**src/rtl/manchester_pkg.sv**
```systemverilog
// Shared types and timing constants for the Manchester receiver.
// Sample offsets are derived from the per-bit oversampling ratio.
package manchester_pkg;

  typedef enum logic [2:0] {
    S_IDLE,
    S_START_CHK,
    S_DATA,
    S_DONE,
    S_REARM
  } state_t;

  localparam int   OS_DEF    = 8;
  localparam logic LINE_IDLE = 1'b0;

  function automatic int qtr_off(input int os);
    return os / 4;
  endfunction

  function automatic int three_qtr_off(input int os);
    return (3 * os) / 4;
  endfunction

  function automatic int five_qtr_off(input int os);
    return (5 * os) / 4;
  endfunction

  localparam int QTR_DEF   = qtr_off(OS_DEF);
  localparam int TQTR_DEF  = three_qtr_off(OS_DEF);
  localparam int FQTR_DEF  = five_qtr_off(OS_DEF);

endpackage

```
**src/rtl/sync_2ff.sv**
```systemverilog
// Two-flop synchronizer for a single asynchronous input.
// Async active-low reset drives both stages to 0.
module sync_2ff (
  input  logic i_clk,
  input  logic i_rst_n,
  input  logic i_d,
  output logic o_q
);

  logic r_meta;
  logic r_sync;

  always_ff @(posedge i_clk or negedge i_rst_n) begin
    if (!i_rst_n) begin
      r_meta <= 1'b0;
      r_sync <= 1'b0;
    end else begin
      r_meta <= i_d;
      r_sync <= r_meta;
    end
  end

  assign o_q = r_sync;

endmodule

```
**src/rtl/manchester_rx.sv**
```systemverilog
// Oversampling Manchester frame decoder, start bit '1', data MSB first.
// Define MANCH_PARITY_EN to expect a trailing even-parity bit.
module manchester_rx
  import manchester_pkg::*;
#(
  parameter int OVERSAMPLE = OS_DEF,
  parameter int DATA_W     = 8
) (
  input  logic              clk,
  input  logic              rst_n,
  input  logic              line_in,
  output logic [DATA_W-1:0] data_out,
  output logic              data_valid,
  output logic              frame_err,
  output logic              busy,
  output logic              parity_err
);

  localparam int CW = $clog2(OVERSAMPLE);
  localparam int BW = $clog2(DATA_W + 1);

  localparam logic [CW-1:0] PH_Q    = CW'(qtr_off(OVERSAMPLE));
  localparam logic [CW-1:0] PH_3Q   = CW'(three_qtr_off(OVERSAMPLE));
  localparam logic [CW-1:0] PH_5Q   =
    CW'(five_qtr_off(OVERSAMPLE) - OVERSAMPLE);
  localparam logic [CW-1:0] PH_LAST = CW'(OVERSAMPLE - 1);
  localparam logic [BW-1:0] BIT_MAX = BW'(DATA_W);

`ifdef MANCH_PARITY_EN
  localparam logic [BW-1:0] BIT_LAST = BW'(DATA_W);
`else
  localparam logic [BW-1:0] BIT_LAST = BW'(DATA_W - 1);
`endif

  logic              w_s;
  logic              w_rise;
  logic [CW-1:0]     w_cnt_nxt;
  logic [DATA_W-1:0] w_word;
  logic              w_par_bad;

  state_t            r_state;
  logic              r_s_d;
  logic [CW-1:0]     r_cnt;
  logic [BW-1:0]     r_bit;
  logic              r_first;
  logic [DATA_W-1:0] r_shift;
  logic [DATA_W-1:0] r_data;
  logic              r_valid;
  logic              r_ferr;
  logic              r_perr;
  logic              r_busy;

  sync_2ff u_sync (
    .i_clk   (clk),
    .i_rst_n (rst_n),
    .i_d     (line_in),
    .o_q     (w_s)
  );

  assign w_rise    = (w_s != LINE_IDLE) && (r_s_d == LINE_IDLE);
  assign w_cnt_nxt = (r_cnt == PH_LAST) ? '0 : r_cnt + CW'(1);

`ifdef MANCH_PARITY_EN
  assign w_word    = r_shift;
  assign w_par_bad = (^r_shift) != w_s;
`else
  assign w_word    = {r_shift[DATA_W-2:0], w_s};
  assign w_par_bad = 1'b0;
`endif

  // r_cnt tracks the phase within the current bit period
  always_ff @(posedge clk or negedge rst_n) begin
    if (!rst_n) begin
      r_state <= S_IDLE;
      r_s_d   <= 1'b0;
      r_cnt   <= '0;
      r_bit   <= '0;
      r_first <= 1'b0;
      r_shift <= '0;
      r_data  <= '0;
      r_valid <= 1'b0;
      r_ferr  <= 1'b0;
      r_perr  <= 1'b0;
      r_busy  <= 1'b0;
    end else begin
      r_s_d   <= w_s;
      r_valid <= 1'b0;
      r_ferr  <= 1'b0;
      r_perr  <= 1'b0;
      unique case (r_state)
        S_IDLE: begin
          if (w_rise) begin
            r_state <= S_START_CHK;
            r_busy  <= 1'b1;
            r_cnt   <= CW'(1);
            r_bit   <= '0;
          end
        end
        S_START_CHK: begin
          r_cnt <= w_cnt_nxt;
          if (r_cnt == PH_Q) begin
            if (w_s != LINE_IDLE) begin
              r_state <= S_DATA;
            end else begin
              r_state <= S_IDLE;
              r_busy  <= 1'b0;
            end
          end
        end
        S_DATA: begin
          r_cnt <= w_cnt_nxt;
          if (r_cnt == PH_3Q) r_first <= w_s;
          if (r_cnt == PH_5Q) begin
            if (w_s == r_first) begin
              r_ferr  <= 1'b1;
              r_state <= S_REARM;
              r_cnt   <= '0;
            end else begin
              if (r_bit != BIT_MAX) r_bit <= r_bit + BW'(1);
              if (r_bit < BIT_MAX)
                r_shift <= {r_shift[DATA_W-2:0], w_s};
              if (r_bit == BIT_LAST) begin
                r_state <= S_DONE;
                r_data  <= w_word;
                r_valid <= 1'b1;
                r_perr  <= w_par_bad;
              end
            end
          end
        end
        S_DONE: begin
          r_state <= S_REARM;
          r_cnt   <= '0;
        end
        S_REARM: begin
          if (w_s != LINE_IDLE) begin
            r_cnt <= '0;
          end else if (r_cnt == PH_LAST) begin
            r_state <= S_IDLE;
            r_busy  <= 1'b0;
          end else begin
            r_cnt <= r_cnt + CW'(1);
          end
        end
        default: begin
          r_state <= S_IDLE;
          r_busy  <= 1'b0;
        end
      endcase
    end
  end

  assign data_out   = r_data;
  assign data_valid = r_valid;
  assign frame_err  = r_ferr;
  assign busy       = r_busy;
  assign parity_err = r_perr;

endmodule

```
**config.mk**
```make
export PLATFORM = sky130hd
export DESIGN_NAME = manchester_rx
export DESIGN_NICKNAME = d
export VERILOG_FILES = /design/src/rtl/manchester_pkg.sv /design/src/rtl/sync_2ff.sv /design/src/rtl/manchester_rx.sv
export SDC_FILE = /design/constraint.sdc
export NUM_CORES = 1
export LEC_CHECK = 0
export ABC_CLOCK_PERIOD_IN_PS = 5800
export BUFFER_PORTS_ARGS = -buffer_cell sky130_fd_sc_hd__buf_2
export CAP_MARGIN = 20
export CORE_MARGIN = 5
export CORE_UTILIZATION = 30
export CTS_CLUSTER_SIZE = 20
export DETAILED_ROUTE_END_ITERATION = 6
export HOLD_SLACK_MARGIN = 0.02
export SYNTH_ARGS = -nofsm -noshare
export SYNTH_HDL_FRONTEND = slang
export SYNTH_SLANG_ARGS = --single-unit
```
**constraint.sdc**
```tcl
create_clock -name clk -period 5.8 [get_ports clk]
set_input_delay 0.58 -clock clk [delete_from_list [all_inputs] [get_ports clk]]
set_output_delay 0.58 -clock clk [all_outputs]
set_load 0.01 [all_outputs]
```
==> metrics.md <==
| Metric | Value |
|---|---|
| Nets | `between 150 and 200` |
| Final min period | `around 2.3 ns` |
| Most frequent cells in the layout | `dfrtp_1, mux2_2, buf_2, nor2_1, o21ai_0` |
| Total of max-cap violations | `0` |
| Die ar. | `between 0.006 and 0.007 mm2` |
| CTS tree | `built` |
| Max incr delay on CP | `around 0.52 ns` |
| Avg Cell Area, Syn | `~12 um2` |
| CP Class | `flop to flop` |
| Sw frac | `0.3076` |
| Via-to-Cell Ratio | `between 4 and 5` |
| Max clock buf depth | `2` |
| Pleak | `just over 0.8 nW` |
| CP bufs+invs | `1` |
| Crit-path leading delay family | `simple AND/OR/NAND/NOR gates` |
| Ys flop type | `dfrtp_1` |
| 1st-pass router iterations | `4` |
| Core Footprint | `0.005042 mm2` |
| Final Hold Viols | `0` |
| Initial antenna violation count | `0` |
| Req. time, crit path | `around 6.0 ns` |
| DR vias | `~1100` |
| Status | `finished, final reports clean` |
| Top Ports | `15` |
| First-pass GRT wire length | `between 4000 and 5000 um` |
| Max-slew violations | `0` |
| Crit-path max FO | `7` |
| Critical path arrival | `about 2.5 ns` |
| Die X-Extent | `81.51 um` |
| Hold Buf Count CTS | `0` |
| Cells after synthesis | `approximately 130` |
| Estimated wirelength of the detail-placed design | `a little over 2000 um` |
| Yosys warns | `0` |
| Slew HR | `0.5323` |
| RSZ-0062 raised after global routing | `no` |
| Worst vdd ir | `153.1 uV` |
| Routed WL per cell | `around 13 um` |
| DRT iter0 DRCs | `102` |
| Worst Tran Pin Value | `approximately 0.7 ns` |
| Max Clk Rate | `432.5 MHz` |
| Placer Congestion | `between 0.8 and 0.9` |
| Total CTS buffers | `5` |
| Total grt overflow | `0` |
| Ant diodes | `0` |
| Crit path launch type | `flop` |
| Clk root buf | `clkbuf_8` |
| Clk_lat worst skew | `between 0.2 and 0.3 ns` |
| Postcts setup bufs | `0` |
| Cells along the critical path | `inv_1 > ha_1 > nor2b_1 > nand2_1 > nor3_2 > mux2_2` |
| Fillers | `about 510` |
| Synth top area share | `0.5220` |
| Port bufs | `13` |
| Layout cells sized above 1 | `0.2653` |
| Yosys reg bits | `32` |
| Number of global-route vias before repair | `roughly 1100` |
| Post-cts sizing count | `0` |
| Post-synth ARST share | `1.000` |
| Post-synth EDFFs | `0` |
| H-tree levels | `2` |
| ANT nets after route | `0` |
| Chip height | `81.51 um` |
| Synthesis-to-finish area growth | `15.01%` |
| Number of cells on the critical path | `6` |
| Distinct cell type count after synthesis | `39` |
| Slowest cell on crit path | `nor3_2` |
| R2R depth | `6` |
| Starting Density | `0.3042` |
| Sequential share of power | `0.449` |
| Pwr dens | `roughly 360 mW/mm2` |
| Int Power | `about 0.44 mW` |
| Cell taking the most area after synthesis | `dfrtp_1` |
| Tot Pwr | `roughly 0.64 mW` |
| Logic pwr share | `0.228` |
| # rows | `26` |
| DRC errors left | `0` |
| Largest net degree at the start of global routing | `33` |
| Hold crit path type | `primary input to async pin` |
| # clock sinks | `32` |
| Commonest non-fill, non-tap cell in the layout | `dfrtp_1` |
| Worst Clk Skew | `about 0.0055 ns` |
| Sw power | `just under 0.2 mW` |
| Synthesized Nets | `140` |
| Clock transition at path regs | `0.06 ns` |
| Share of power burned in the clock network | `0.323` |
| Routed WL | `2799 um` |
| Finish-stage setup viols | `0` |
| Total GRT Usage | `0.09766` |
| Dominant cells by area after synthesis | `dfrtp_1, mux2_2, ha_1` |
| Post-synthesis instance area | `0.001534 mm2` |
| Crit. End Element | `flop` |
| Fin Setup TNS | `0 ns` |
| Period utilisation layout | `0.3986` |
| Sequential area share after synthesis | `0.5220` |
cells by family (layout without fill, tap and decap cells):
family	after synthesis	count (layout)	share of synthesized area
AND/OR/NAND/NOR	34	34	0.1362
flip-flops	32	32	0.5220
AO/OA/AOI/OAI	29	29	0.1240
multiplexers	19	19	0.1370
buffers and inverters	11	26	0.03181
adder cells (fa/ha/maj)	5	5	0.04078
other	1	1	0.002445
XOR/XNOR	1	1	0.005711
per-layer routing:
metal	track usage	vias up	wire length [um]
li1	-	502	-
met1	0.1062	524	1237
met2	0.1694	32	1362
met3	0.04167	5	163
met4	0.03378	0	36
met5	0	-	0
power groups by stage:
stage | sequential (mW) | clock, mW | combinational [mW]
floorplan | 0.266 | 0 | 0.136
global placement | 0.290 | 0 | 0.142
detailed placement | 0.290 | 0 | 0.145
CTS | 0.286 | 0.213 | 0.147
global route | 0.292 | 0.222 | 0.169
finish | 0.287 | 0.206 | 0.146
layout make-up:
class,instances,area [um2],area share
Clock buffer,6,72.57,0.04113
Inverter,5,18.77,0.01064
Clock inverter,2,35.03,0.01986
Sequential cell,32,800.8,0.4539
Tap cell,70,87.58,0.04965
Timing Repair Buffer,13,65.06,0.03688
Multi-Input combinational cell,89,684.4,0.3879
flip-flops by register name, indices dropped and copies added, names as in the netlist:
name / cells
r_cnt: 3
data_valid: 1
r_s_d: 1
u_sync.o_q: 1
r_bit: 4
r_state: 3
r_first: 1
frame_err: 1
data_out: 8
busy: 1
r_shift: 7
u_sync.r_meta: 1
synthesized netlist by cell type, types with 2 or more instances:
| cell | instances |
|---|---|
| a21oi_1 | 6 |
| clkbuf_1 | 4 |
| and3_1 | 3 |
| o2bb2ai_1 | 2 |
| o21ai_0 | 7 |
| nor2_1 | 8 |
| ha_1 | 5 |
| dfrtp_1 | 32 |
| buf_4 | 2 |
| a31oi_1 | 2 |
| nor2b_1 | 2 |
| nand2_1 | 3 |
| inv_1 | 5 |
| nor3_1 | 2 |
| nand3_1 | 2 |
| nand2b_1 | 5 |
| o31ai_1 | 3 |
| mux2_2 | 16 |
| mux2i_1 | 3 |
worst reg2reg max path: cells and delay by family, from the launching register on:
family	cells	cell delay, ns
fa+ha+maj	1	0.17
buf+inv	1	0.08
flops	1	0.39
simple gates	3	1.14
mux	1	0.41
path summary, 6_finish.rpt:
check                               from     endpoint  slack (ns)
hold / removal                     rst_n  data_out[4]        0.35
min in group clk           u_sync.r_meta   u_sync.o_q        0.35
setup / recovery                r_cnt[0]   r_shift[6]        3.49
max in group asynchronous          rst_n   r_shift[4]        5.00
setup reg to reg                r_cnt[0]   r_shift[6]        3.49
hold reg to reg            u_sync.r_meta   u_sync.o_q        0.35
through the flow:
step	util	worst slack [ns]	hold slack [ns]	cells	cell area, um2
final	0.3499	3.488	0.3491	217	1764
after global placement	0.3285	3.531	0.3341	209	1657
after global routing	0.3499	3.344	0.3663	217	1764
after CTS	0.3499	3.484	0.3524	217	1764
after detailed placement	0.3285	3.495	0.3347	209	1657
after floorplan	-	3.805	0.2844	132	1534
Note: power is estimated with default switching activity, not from simulation.
